**config.mk**
```make
export PLATFORM = sky130hd
export DESIGN_NAME = row_cache_scheduler
export DESIGN_NICKNAME = d
export VERILOG_FILES = /design/src/rtl/row_cache_scheduler.sv
export SDC_FILE = /design/constraint.sdc
export NUM_CORES = 1
export LEC_CHECK = 0
export ABC_AREA = 1
export BUFFER_PORTS_ARGS = -buffer_cell sky130_fd_sc_hd__buf_2
export CAP_MARGIN = 20
export CORE_ASPECT_RATIO = 1.4
export CORE_MARGIN = 4
export CORE_UTILIZATION = 45
export DETAILED_ROUTE_END_ITERATION = 10
export GPL_TIMING_DRIVEN = 0
export PLACE_DENSITY = 0.74
export SYNTH_ARGS = -nofsm -noshare
export SYNTH_HDL_FRONTEND = slang
export SYNTH_SLANG_ARGS = --single-unit
```
**constraint.sdc**
```tcl
create_clock -name system_clk -period 5.55 [get_ports system_clk]
set_input_delay 1.11 -clock system_clk [delete_from_list [all_inputs] [get_ports system_clk]]
set_output_delay 1.11 -clock system_clk [all_outputs]
set_load 0.1 [all_outputs]
```
**src/rtl/row_cache_scheduler.sv**
```systemverilog
// Frame sequencer for feature_row_Cache: latches geometry, gates beats, and tracks window readiness and end of frame.
// Optional ROW_CACHE_STALL_CNT_EN adds a saturating stall_cycles counter of upstream beats stalled in FILL/RUN.
module row_cache_scheduler #(
    parameter int KERNEL = 3,
    parameter int COL_W  = 10,
    parameter int ROW_W  = 10
) (
    input  logic             system_clk,
    input  logic             rst_n,
    input  logic             start,
    input  logic [COL_W-1:0] cfg_col_size,
    input  logic [ROW_W-1:0] cfg_row_size,
    input  logic             feature_in_valid,
    output logic             feature_in_ready,
    input  logic             win_ready,
    output logic             rebuild_structure,
    output logic [COL_W-1:0] col_size,
    output logic             cache_write_en,
    output logic [COL_W-1:0] col_cnt,
    output logic [ROW_W-1:0] row_cnt,
    output logic             window_valid,
    output logic             frame_done,
    output logic             cfg_error,
    output logic             busy
`ifdef ROW_CACHE_STALL_CNT_EN
    ,
    output logic [31:0]      stall_cycles
`endif
);

    typedef enum logic [2:0] {S_IDLE, S_CONFIG, S_FILL, S_RUN, S_DONE} state_t;

    localparam logic [COL_W-1:0] K_COL    = COL_W'(KERNEL);
    localparam logic [ROW_W-1:0] K_ROW    = ROW_W'(KERNEL);
    localparam logic [ROW_W-1:0] K_ROW_M2 = ROW_W'((KERNEL > 1) ? KERNEL - 2 : 0);
    localparam logic [COL_W:0]   K_COL_X  = (COL_W+1)'(KERNEL);

    state_t             state_q, state_d;
    logic [COL_W-1:0]   col_size_q, col_size_d;
    logic [ROW_W-1:0]   row_size_q, row_size_d;
    logic [COL_W-1:0]   col_pos_q, col_pos_d;
    logic [ROW_W-1:0]   row_pos_q, row_pos_d;
    logic               wen_q, wen_d;
    logic [COL_W-1:0]   col_cnt_q, col_cnt_d;
    logic [ROW_W-1:0]   row_cnt_q, row_cnt_d;
    logic               win_q, win_d;
    logic               cfg_err_q, cfg_err_d;
    logic               ready_c;
    logic               accept_c;
    logic               last_col_c;
    logic               last_row_c;
    logic               win_col_c;

    always_comb begin
        state_d    = state_q;
        col_size_d = col_size_q;
        row_size_d = row_size_q;
        col_pos_d  = col_pos_q;
        row_pos_d  = row_pos_q;
        col_cnt_d  = col_cnt_q;
        row_cnt_d  = row_cnt_q;
        wen_d      = 1'b0;
        win_d      = 1'b0;
        cfg_err_d  = 1'b0;
        ready_c    = 1'b0;

        case (state_q)
            S_FILL:  ready_c = 1'b1;
            S_RUN:   ready_c = win_ready;
            default: ready_c = 1'b0;
        endcase
        accept_c   = feature_in_valid && ready_c;
        last_col_c = (col_pos_q == col_size_q - COL_W'(1));
        last_row_c = (row_pos_q == row_size_q - ROW_W'(1));
        // A window needs KERNEL columns to the left of and including this beat.
        win_col_c  = ({1'b0, col_pos_q} + (COL_W+1)'(1)) >= K_COL_X;

        case (state_q)
            S_IDLE: begin
                if (start) begin
                    if ((cfg_col_size < K_COL) || (cfg_row_size < K_ROW)) begin
                        cfg_err_d = 1'b1;
                    end else begin
                        col_size_d = cfg_col_size;
                        row_size_d = cfg_row_size;
                        state_d    = S_CONFIG;
                    end
                end
            end
            S_CONFIG: begin
                col_pos_d = '0;
                row_pos_d = '0;
                col_cnt_d = '0;
                row_cnt_d = '0;
                state_d   = (KERNEL > 1) ? S_FILL : S_RUN;
            end
            S_FILL, S_RUN: begin
                if (accept_c) begin
                    wen_d     = 1'b1;
                    col_cnt_d = col_pos_q;
                    row_cnt_d = row_pos_q;
                    win_d     = (state_q == S_RUN) && win_col_c;
                    if (last_col_c) begin
                        col_pos_d = '0;
                        row_pos_d = row_pos_q + ROW_W'(1);
                        if (state_q == S_FILL && row_pos_q == K_ROW_M2) begin
                            state_d = S_RUN;
                        end
                        if (state_q == S_RUN && last_row_c) begin
                            state_d   = S_DONE;
                            row_pos_d = '0;
                        end
                    end else begin
                        col_pos_d = col_pos_q + COL_W'(1);
                    end
                end
            end
            S_DONE:  state_d = S_IDLE;
            default: state_d = S_IDLE;
        endcase
    end

    always_ff @(posedge system_clk or negedge rst_n) begin
        if (!rst_n) begin
            state_q    <= S_IDLE;
            col_size_q <= '0;
            row_size_q <= '0;
            col_pos_q  <= '0;
            row_pos_q  <= '0;
            wen_q      <= 1'b0;
            col_cnt_q  <= '0;
            row_cnt_q  <= '0;
            win_q      <= 1'b0;
            cfg_err_q  <= 1'b0;
        end else begin
            state_q    <= state_d;
            col_size_q <= col_size_d;
            row_size_q <= row_size_d;
            col_pos_q  <= col_pos_d;
            row_pos_q  <= row_pos_d;
            wen_q      <= wen_d;
            col_cnt_q  <= col_cnt_d;
            row_cnt_q  <= row_cnt_d;
            win_q      <= win_d;
            cfg_err_q  <= cfg_err_d;
        end
    end

`ifdef ROW_CACHE_STALL_CNT_EN
    logic [31:0] stall_q, stall_d;

    always_comb begin
        stall_d = stall_q;
        if (state_q == S_CONFIG) begin
            stall_d = '0;
        end else if ((state_q == S_FILL || state_q == S_RUN) && feature_in_valid && !ready_c
                     && stall_q != 32'hFFFF_FFFF) begin
            stall_d = stall_q + 32'd1;
        end
    end

    always_ff @(posedge system_clk or negedge rst_n) begin
        if (!rst_n) begin
            stall_q <= '0;
        end else begin
            stall_q <= stall_d;
        end
    end

    assign stall_cycles = stall_q;
`endif

    assign feature_in_ready  = ready_c;
    assign rebuild_structure = (state_q == S_CONFIG);
    assign col_size          = col_size_q;
    assign cache_write_en    = wen_q;
    assign col_cnt           = col_cnt_q;
    assign row_cnt           = row_cnt_q;
    assign window_valid      = win_q;
    assign frame_done        = (state_q == S_DONE);
    assign cfg_error         = cfg_err_q;
    assign busy              = (state_q != S_IDLE);

endmodule

```
==> qor.txt <==
Outcome: complete, no violations
Congestion Overflow GR: 0
Worst Max-Slew Pin Slew: 840 ps
Final hold vios: 0
Initial core utilization: 46.7%
Startpoint type of the worst setup path: flip-flop
Top_reg_cell synth: dfrtp_1
Avg Inst Size Synth: 7.61 um^2
Seq/Total Area, Yosys: 40.6%
I/O pin count: 62
Yosys cell types: 37
H-tree levels: 3
Post-synth EDFFs: 0
Max FO, Critical Path: 5
Worst endpoint required time: 4440 ps
Resized Gates After CTS: 0
Iter 0 DRT Violations: 324
GPL Wtd Cong: 0.883
Mapped Nets: 566
Worst reg2reg startpoint: col_size[0]
Synth-to-layout area growth: 17.5%
CTS max path bufs: 2
Leak Pwr: 2.47 nW
Total negative setup slack: 0 ps
Critical path endpoint category: output pin
Core Area: 8710 um^2
Die width: 88.4 um
# hold bufs at CTS: 0
Number of global-route vias before repair: 3622
Setup WS pre-CTS: 2710 ps
Die H: 121 um
Setup repair bufs after CTS: 0
Via Count: 3649
Post-synthesis register bit count: 66
Largest net degree at the start of global routing: 67
Final HPWL DP: 7310 um
Maximum VDD drop: 0.463 mV
Final WL: 9650 um
Layout Skew: 4.88 ps
Initial DRT Pass Iterations: 4
CTS tree: yes
Clock sinks: 66
Clk root buf: clkbuf_16
Drt wl/cell: 13.5 um
Most common cell after layout, fill and taps aside: nand2_1
Slew margin rel.: 44.0%
Ys Warns: 0
Worst Path Arrival: 1820 ps
Fin crit period: 2930 ps
Vias/cell: 5.09
MaxCap Viol Count: 0
Synth Cell Area: 4070 um^2
Port Buf Inserts: 61
Die area: 10600 um^2
Crit-path max cell delay: 530 ps
ANT nets after route: 0
Clock-pin slew of the registers on the worst-case setup and hold paths: 60 ps
Layout Nets: 638
Drt drc: 0
Worst min-delay path category: flip-flop to flip-flop
Worst Min Path Start: row_cnt[5]
Clock insertion delay at the later pin of the skew report: 330 ps
Most frequent cells in the layout: nand2_1 (170), dfrtp_1 (66), buf_2 (65)
TritonCTS buffer count: 9
Asr flop ratio synth: 100%
Cell Pwr Density: 563 nW/um^2
Final worst slack: 2620 ps
Crit path cell chain: nor3_1, buf_2
Row count: 40
RSZ-0062 raised after global routing: no
CP startpoint: state_q[1]
Cells after Synth: 535
GRT Overall Usage: 19.7%
Peak Freq: 0.341 GHz
Slew Viols, Final: 0
Share of cells above drive strength 1: 22.1%
Kind of critical path: flip-flop to output pin
Number of diodes: 0
Fin crit share: 52.8%
CP max-delay cell: buf_2
Final setup violation count: 0
Antenna violations before repair: 0
Global-route wire length before repair: 16500 um
worst paths after layout:
path / endpoint / slack, ps / cells after the start
setup reg to reg: row_pos_q[1] / 3450 / 13
setup / recovery: rebuild_structure / 2620 / 2
hold / removal: row_cnt[5] / 480 / 2
hold reg to reg: row_cnt[5] / 480 / 2
max in group asynchronous: row_pos_q[1] / 4120 / 1
min in group asynchronous: col_size[1] / 880 / 1
metrics by stage:
stage	util, %	hold slack, ps	std cells	instance area, um^2	total power, W
6_report	54.9	480	717	4780	0.00269
3_3_place_gp	51.7	466	701	4510	0.00214
3_5_place_dp	51.8	471	701	4510	0.00217
5_1_grt	54.9	507	717	4780	0.00287
2_1_floorplan	-	463	535	4070	0.00189
4_1_cts	54.9	484	717	4780	0.00271
report_power, final:
| group | internal [W] | total, W | switching (W) |
|---|---|---|---|
| registers | 0.000591 | 0.000713 | 0.000122 |
| logic | 0.000359 | 0.00146 | 0.00110 |
| clock network | 0.000312 | 0.000521 | 0.000209 |
flip-flops by register name, indices dropped and copies added (netlist names):
name,cells
col_cnt,10
row_cnt,10
row_pos_q,10
window_valid,1
cfg_error,1
cache_write_en,1
state_q,3
col_pos_q,10
row_size_q,10
col_size,10
layer usage:
| layer | GRT usage (%) | share of wire, % | up-vias |
|---|---|---|---|
| li1 | - | - | 1863 |
| met1 | 24.6 | 44 | 1682 |
| met2 | 32.1 | 49 | 89 |
| met3 | 4.23 | 5.1 | 15 |
| met4 | 8.98 | 2.4 | 0 |
| met5 | 0 | 0 | - |
synth_stat cells, types with 4 or more instances:
library cell  count  area, um^2
a21oi_1          14        70.1
buf_2             5        25.0
buf_6             6        67.6
clkbuf_1          4        15.0
dfrtp_1          66        1650
ha_1              6        75.1
inv_1            60         225
inv_2             4        15.0
nand2_1         170         638
nand2_2           8        50.1
nand3_1          37         185
nand3b_1          4        30.0
nand4_1           8        50.1
nor2_1           49         184
nor2_2            8        50.1
nor3_1            6        30.0
nor4_1            4        25.0
o21ai_0          12        60.1
o21ai_1           8        40.0
o22ai_2           5        62.6
o31ai_2          13         163
xnor2_1           9        78.8
xor2_1           13         114
critical path: cells and delay by family (launching register included):
| family | cells | cell delay (ps) |
|---|---|---|
| flops | 1 | 450 |
| buf+inv | 1 | 530 |
| simple gates | 1 | 510 |
cells by family after synthesis:
| group | after synthesis | synth area share [%] |
|---|---|---|
| AOI/OAI and AO/OA | 60 | 11.3 |
| xor gates and xnor gates | 22 | 4.74 |
| muxes | 1 | 0.277 |
| adders and majority gates | 6 | 1.84 |
| DFF | 66 | 40.6 |
| buffers and inverters | 80 | 8.82 |
| and+or+nand+nor | 300 | 32.4 |
layout make-up:
class                      count  area [um^2]
fill                         845         3930
multi-input combinational    389         2060
sequential                    66         1650
timing repair buffer          61          308
inverter                      65          251
clock buffer                  11          243
tap                          105          131
buffer                        15          108
clock inverter                 5         30.0
(Power assumes the default switching activity.)
